===== src/rtl/dq_pkg.sv =====
// dq_pkg: shared coefficient constants and raster index type for the dequant back end.
package dq_pkg;
  localparam int COEF_W = 12;
  localparam int COEF_MAX = 2047;
  localparam int COEF_MIN = -2048;
  localparam logic [5:0] BLK_LAST = 6'd63;
  typedef logic [5:0] coef_idx_t;
endpackage


===== src/rtl/dq_skid.sv =====
// dq_skid: 1-entry skid buffer with registered output; ready depends only on local state.
module dq_skid #(
  parameter int W = 19
) (
  input  logic         clk,
  input  logic         rst,
  input  logic         in_valid,
  output logic         in_ready,
  input  logic [W-1:0] in_data,
  output logic         out_valid,
  input  logic         out_ready,
  output logic [W-1:0] out_data
);
  logic         sk_v;
  logic [W-1:0] sk_d;
  logic         acc;
  assign in_ready = ~sk_v;
  assign acc = in_valid & ~sk_v;
  always_ff @(posedge clk or posedge rst) begin
    if (rst) begin
      sk_v <= 1'b0;
      sk_d <= '0;
      out_valid <= 1'b0;
      out_data <= '0;
    end else if (out_ready || !out_valid) begin
      out_valid <= sk_v | acc;
      if (sk_v) out_data <= sk_d;
      else if (acc) out_data <= in_data;
      sk_v <= 1'b0;
    end else if (acc) begin
      sk_v <= 1'b1;
      sk_d <= in_data;
    end
  end
endmodule


===== src/rtl/dq_satmis.sv =====
// dq_satmis: saturate dequantised coefficients and apply MPEG-2 mismatch control on idx 63.
// Optional SATCNT_EN adds a per-block clip counter (sat_cnt, sat_cnt_valid).
module dq_satmis
  import dq_pkg::*;
#(
  parameter int IN_W = 24,
  parameter int OUT_W = COEF_W
) (
  input  logic                   clk,
  input  logic                   srst,
  input  logic                   blk_start,
  input  logic                   in_valid,
  output logic                   in_ready,
  input  logic signed [IN_W-1:0] in_data,
  output logic                   out_valid,
  input  logic                   out_ready,
  output logic [OUT_W-1:0]       out_data,
  output coef_idx_t              out_idx,
  output logic                   out_last
`ifdef SATCNT_EN
  ,
  output logic [6:0]             sat_cnt,
  output logic                   sat_cnt_valid
`endif
);
  localparam int PW = OUT_W + 7;
  localparam logic signed [IN_W-1:0] SMAX = {{(IN_W-OUT_W+1){1'b0}}, {(OUT_W-1){1'b1}}};
  localparam logic signed [IN_W-1:0] SMIN = ~SMAX;
  logic             rdy, sk_rdy, par, cur_p, xfer, hi, lo, s1_v, s1_l;
  coef_idx_t        cnt, cur_i, s1_i;
  logic [OUT_W-1:0] sat, fix, s1_d;
  logic [PW-1:0]    pay;
  always_comb begin
    cur_i = blk_start ? '0 : cnt;
    cur_p = ~blk_start & par;
    in_ready = rdy & sk_rdy;
    xfer = in_valid & in_ready;
    hi = in_data > SMAX;
    lo = in_data < SMIN;
    sat = hi ? {1'b0, {(OUT_W-1){1'b1}}} : lo ? {1'b1, {(OUT_W-1){1'b0}}} : in_data[OUT_W-1:0];
    fix = sat ^ {{(OUT_W-1){1'b0}}, (cur_i == BLK_LAST) & ~(cur_p ^ sat[0])};
  end
  always_ff @(posedge clk or posedge srst) begin
    if (srst) begin
      rdy <= 1'b0;
      cnt <= '0;
      par <= 1'b0;
      s1_v <= 1'b0;
      s1_d <= '0;
      s1_i <= '0;
      s1_l <= 1'b0;
    end else begin
      rdy <= 1'b1;
      if (xfer) begin
        cnt <= cur_i + 6'd1;
        par <= (cur_i != BLK_LAST) & (cur_p ^ sat[0]);
      end else if (blk_start) begin
        cnt <= '0;
        par <= 1'b0;
      end
      // s1 only advances when the skid can take what it currently holds
      if (in_ready) begin
        s1_v <= in_valid;
        if (in_valid) begin
          s1_d <= fix;
          s1_i <= cur_i;
          s1_l <= cur_i == BLK_LAST;
        end
      end
    end
  end
  dq_skid #(.W(PW)) u_skid (
    .clk      (clk),
    .rst      (srst),
    .in_valid (s1_v & in_ready),
    .in_ready (sk_rdy),
    .in_data  ({s1_l, s1_i, s1_d}),
    .out_valid(out_valid),
    .out_ready(out_ready),
    .out_data (pay)
  );
  assign {out_last, out_idx, out_data} = pay;
`ifdef SATCNT_EN
  always_ff @(posedge clk or posedge srst) begin
    if (srst) begin
      sat_cnt <= '0;
      sat_cnt_valid <= 1'b0;
    end else begin
      sat_cnt_valid <= xfer & (cur_i == BLK_LAST);
      if (xfer) sat_cnt <= (cur_i == '0 ? 7'd0 : sat_cnt) + {6'd0, hi | lo};
      else if (blk_start) sat_cnt <= '0;
    end
  end
`endif
endmodule


===== config.mk =====
export PLATFORM = sky130hd
export DESIGN_NAME = dq_satmis
export DESIGN_NICKNAME = d
export VERILOG_FILES = /design/src/rtl/dq_pkg.sv /design/src/rtl/dq_skid.sv /design/src/rtl/dq_satmis.sv
export SDC_FILE = /design/constraint.sdc
export NUM_CORES = 1
export LEC_CHECK = 0
export CORE_UTILIZATION = 47
export DETAILED_ROUTE_END_ITERATION = 12
export GPL_ROUTABILITY_DRIVEN = 0
export GPL_TIMING_DRIVEN = 0
export PLACE_DENSITY = 0.85
export SLEW_MARGIN = 15
export SYNTH_ARGS = -nofsm -noshare
export SYNTH_HDL_FRONTEND = slang
export SYNTH_SLANG_ARGS = --single-unit

===== constraint.sdc =====
create_clock -name clk -period 2.3 [get_ports clk]
set_clock_uncertainty 0.2 [all_clocks]
set_input_delay 0.46 -clock clk [delete_from_list [all_inputs] [get_ports clk]]
set_output_delay 0.46 -clock clk [all_outputs]
set_load 0.02 [all_outputs]

; ---- Yosys cells after proc, flatten, opt, wreduce, memory -nomap -nowiden
; Index checks and enable logic that the tools add are counted.
[classes]
bitwise_logic = 14
n_addsub = 1
n_eq_ne = 2
div = 0
order_cmp = 2
muxes = 10
shifts = 0
n_reduce_logical = 8
n_mul = 0
[op_table]
columns = cell, count
row1 = $mux 19, 2
row2 = $gt 24x12->1 const B, 1
row3 = $lt 24x12->1 const B, 1
row4 = $mux 12, 2
row5 = $mux 6, 2
row6 = $xor 12x1->12, 1
row7 = $and 1x1->1, 7
row8 = $add 6x1->6 const B, 1
row9 = $eq 6x6->1 const B, 1
row10 = $ne 6x6->1 const B, 1
row11 = $reduce_and 2->1, 3
row12 = $reduce_bool 2->1, 3
row13 = $mux 1, 4
row14 = $not 1->1, 4
row15 = $logic_not 1->1, 1
row16 = $logic_or 1x1->1, 1
row17 = $or 1x1->1, 1
row18 = $xor 1x1->1, 1
[word_totals]
ram_bits = 0
output_inout_bits = 21
mem_bits_ro = 0
memories = 0
inputBits = 29
latch_bits = 0
reg_bits = 68

; ---- Logic depth before layout (Yosys ltp)
[logic_depth]
ltp_word = 7
mapped_depth = 8

; ---- Hierarchy
; A second synthesis with hierarchy kept.
[hier_totals]
cells_unflattened = 245
hier_area_um2 = 3091.7
[modules_own_cells]
columns = mod, cells_per_inst, seq_area_each_um2, area_per_inst_um2, instances
row1 = dq_skid, 111, 1001.0, 1834.3, 1
row2 = dq_satmis, 134, 700.7, 1257.5, 1

; ---- Worst setup path before layout
; OpenSTA, ideal clock, no wires.
[synth_path]
kind = input -> register
startpoint = in blk_start
endpoint = reg par
stages = 8
t_arrival_ns = 1.963
n_path_buf = 1
setup_slack_ns = 0.056
cell_sequence = buf_1 nand2b_1 inv_1 ha_1 and4b_1 and3_1 or4_1 o211ai_2
[synth_rtl]
columns = element, line
row1 = "start, declared", dq_satmis.sv:11  ; input logic blk_start,
row2 = $mux 6, n/a
row3 = named net cur_i[1], dq_satmis.sv:30  ; coef_idx_t cnt, cur_i, s1_i;
row4 = $ne 6x6->1, dq_satmis.sv:56  ; par <= (cur_i != BLK_LAST) & (cur_p ^ sat[0]);
row5 = $and 1x1->1, dq_satmis.sv:56
row6 = $mux 1, dq_satmis.sv:54  ; if (xfer) begin
row7 = "end signal, assigned", dq_satmis.sv:56
row8 = "end, declared", dq_satmis.sv:29  ; logic rdy, sk_rdy, par, cur_p, xfer, hi, lo, s1_v, s1_l;
; The timed path passes the listed nets, and every way through them passes these cells.
; A chain may end at the register's enable or synchronous reset.

; ---- Worst setup path in the final report
; Same ends and word-level chain as after synthesis.

==> flow_summary_export.csv <==
group,metric,value,unit
outcome,status,"completed",
critical_path,end_kind,"flop",
synth,syn_avg_cell_area,11.03,um2
placed_design,dp_hpwl,4.429,mm
routing,viasPerCell,5.402,
global_route,track_usage,22.00,%
sta,finalSetupViolCount,0,
routing,antenna_left,0,
run,cap_violations,0,
critical_path,crit_arrival,2.31,ns
finish,antennaDiodeCount,0,
placed_design,place_inst,391,
power_and_ir_drop,leakage,1.639,nW
placed_design,dpl_cell_area,3558,um2
sta,layout_setup_ws,0.04595,ns
power_and_ir_drop,netSwitchingFraction,30.25,%
routing,drt_wl_total,6.260,mm
synth,yosys.cell_types.count,36,
synth,syn_inst,265,
clock_tree,numClockSinks,68,
hold_path,hold_class,"in -> async",
finish,fill_cells,478,
clock_tree,insertion_delay,0.35,ns
critical_path,startpoint_type,"primary input",
finish,final_core_util,63.19,%
critical_path,crit_chain,"clkdlybuf4s50_1, buf_6, nand2b_4, inv_1, ha_1, and4b_1, and3_1, or4_1, o211ai_2",
finish,final_area,3764,um2
routing,drc,0,
routing,route.vias.total,2204,
finish,stdcell_count,408,
global_route,grt_pass1_vias,2225,
sta,fin_crit_sh,98.00,%
floorplan,fp.dieW,80.86,um
floorplan,num_rows,28,
finish,syn2layout_area_growth,28.77,%
sta,tightestPinTransition,0.5871,ns
power_and_ir_drop,p_seq_share,46.5,%
synth,synthesis.nets,295,
clock_tree,cts-root-buf,"clkbuf_8",
clock_tree,hold_buffers,0,
critical_path,crit_required,2.36,ns
sta,rsz0062_at_grt,"false",
critical_path,slowest_stage,"clkdlybuf4s50_1",
synth,synth-seq-area-share,58.22,%
floorplan,core,5956,um2
power_and_ir_drop,power_switching,1.061,mW
sta,min_period,2.254,ns
global_route,grt_max_degree,29,
sta,setup_tns,0,ns
power_and_ir_drop,p_clk_share,26.5,%
floorplan,die-area,6538,um2
critical_path,crit_family,"simple AND/OR/NAND/NOR gates",
power_and_ir_drop,power_frac_comb,27.0,%
sta,drv_slew,0,
sta,max_freq,443.6,MHz
critical_path,critPathKind,"in -> reg",
synth,synthArstFlopShare,100.0,%
finish,fin_nets,358,
synth,synth_area,2923,um2
finish,drive_gt1_share,14.11,%
floorplan,start_util,49.08,%
routing,first_iter_violations,198,
power_and_ir_drop,pwr_density_cell,931.6,nW/um2
floorplan,die_h,80.86,um
routing,drtPass1Iterations,4,
global_route,globalRouteOverflowTotal,0,
clock_tree,tritoncts,"done",
clock_tree,clockBufferDepth,2,
critical_path,path_max_fanout,3,
synth,synth_edf_count,0,
sta,maxSlewHeadroom,60.35,%
floorplan,io_pins,50,
clock_tree,path_clk_slew,0.07,ns
placed_design,preCtsSetupSlack,-0.6241,ns
clock_tree,cts_made_buffers,9,
power_and_ir_drop,p_int,2.445,mW
synth,synth_ff_type,"dfrtp_1",
synth,yosysWarnings,0,
clock_tree,htreeDepth,3,
synth,synth_seq_cells,68,
power_and_ir_drop,ir_drop,515.5,uV
global_route,grt_antenna_before_repair,0,
placed_design,portBuffers,49,
global_route,grt_pass1_wl,10.39,mm
sta,final_hold_viol_count,0,
critical_path,path_buf_inv,3,
critical_path,max_stage_delay,0.49,ns
routing,wl_per_cell,15.34,um
[path summary, 6_finish.rpt]
check | to | depth (start not counted) | from | slack, ns
min | u_skid.sk_d[4] | 2 | srst | 0.29
max reg2reg | par | 6 | cnt[0] | 0.31
min in group clk | s1_i[4] | 2 | s1_i[4] | 0.30
max | par | 9 | blk_start | 0.05
max in group asynchronous | u_skid.out_data[10] | 3 | srst | 1.12
min reg2reg | s1_i[4] | 2 | s1_i[4] | 0.30
[power by group through the flow]
stage,combinational (mW),clock (mW),sequential [mW]
after floorplan,0.356,0,1.79
after global placement,0.898,0,1.63
after detailed placement,0.942,0,1.65
after CTS,0.954,0.943,1.63
after global routing,1.03,0.998,1.66
final,0.945,0.930,1.63
[cells by family after synthesis]
| logic type | share of synthesized area [%] |
|---|---|
| other cells | 0.1283 |
| buf+inv | 2.740 |
| flops | 58.22 |
| xor+xnor | 1.499 |
| simple gates | 14.94 |
| fa+ha+maj | 0.4280 |
| compound gates | 8.220 |
| mux | 13.83 |
[synth_stat cells, drive strengths merged (3+ instances only)]
master  number  area [um2]
nand2       28       105.1
nand4        4       25.02
nand3b       4       30.03
a21oi       20       100.1
nor4         4       25.02
mux2i       19       190.2
nand2b       6       37.54
mux2        19       214.0
clkbuf       5       18.77
o21ai       18       90.09
inv          5       18.77
nor2        34       127.6
dfrtp       68        1702
xor2         3       26.28
buf          7       42.54
[state kept, by name, indices dropped and copies added (netlist names)]
name and cells:
s1_l 1, u_skid.sk_v 1, par 1, u_skid.out_data 19, s1_i 6, s1_d 12, cnt 6, u_skid.out_valid 1
s1_v 1, u_skid.sk_d 19, rdy 1
[cell usage in the layout (no fill, tap or decap), types with 2 or more instances in the layout]
| master | count |
|---|---|
| inv_1 | 4 |
| clkdlybuf4s50_1 | 48 |
| clkinvlp_4 | 2 |
| nor2_1 | 34 |
| nand2_1 | 28 |
| clkbuf_8 | 9 |
| o21ai_0 | 18 |
| dfrtp_1 | 68 |
| mux2_2 | 19 |
| nand3b_1 | 4 |
| buf_6 | 2 |
| mux2i_1 | 19 |
| clkbuf_1 | 7 |
| buf_4 | 2 |
| a21oi_1 | 20 |
| xor2_1 | 3 |
| xnor2_1 | 2 |
| buf_2 | 4 |
| nor2b_1 | 2 |
| a31oi_1 | 2 |
| nand4_1 | 4 |
| nand2b_1 | 5 |
| clkinv_2 | 3 |
| nor4_1 | 4 |
[routing by layer]
layer | vias up | wire [um] | track usage (%)
met5 | - | 0 | 0
met1 | 1097 | 2584 | 25.53
met4 | 0 | 70 | 7.857
met3 | 5 | 264 | 7.416
met2 | 62 | 3341 | 37.73
li1 | 1040 | - | -
[final cells by class]
type,instances,area (um2),share of cell area (%)
Buffer,12,68.82,1.828
Tap cell,75,93.84,2.493
Sequential cell,68,1702,45.21
Clock inverter,5,52.55,1.396
Timing Repair Buffer,52,544.3,14.46
Clock buffer,11,131.4,3.491
Multi-Input combinational cell,180,1149,30.52
Inverter,5,22.52,0.5984
[what timing repair did]
item | CTS | global route
setup endpoints to repair | 3 | 0
setup buffers | 1 | 0
endpoints found under the hold margin | 0 | 0
resized for setup | 5 | 0
[through the flow]
step           hold slack (ns)  total power, mW
6_report                0.2891            3.506
5_1_grt                 0.3054            3.688
2_1_floorplan           0.2562            2.141
4_1_cts                 0.2922            3.528
3_5_place_dp            0.2833            2.596
3_3_place_gp            0.2787            2.527
No activity file was read; power rests on OpenSTA's default activity.
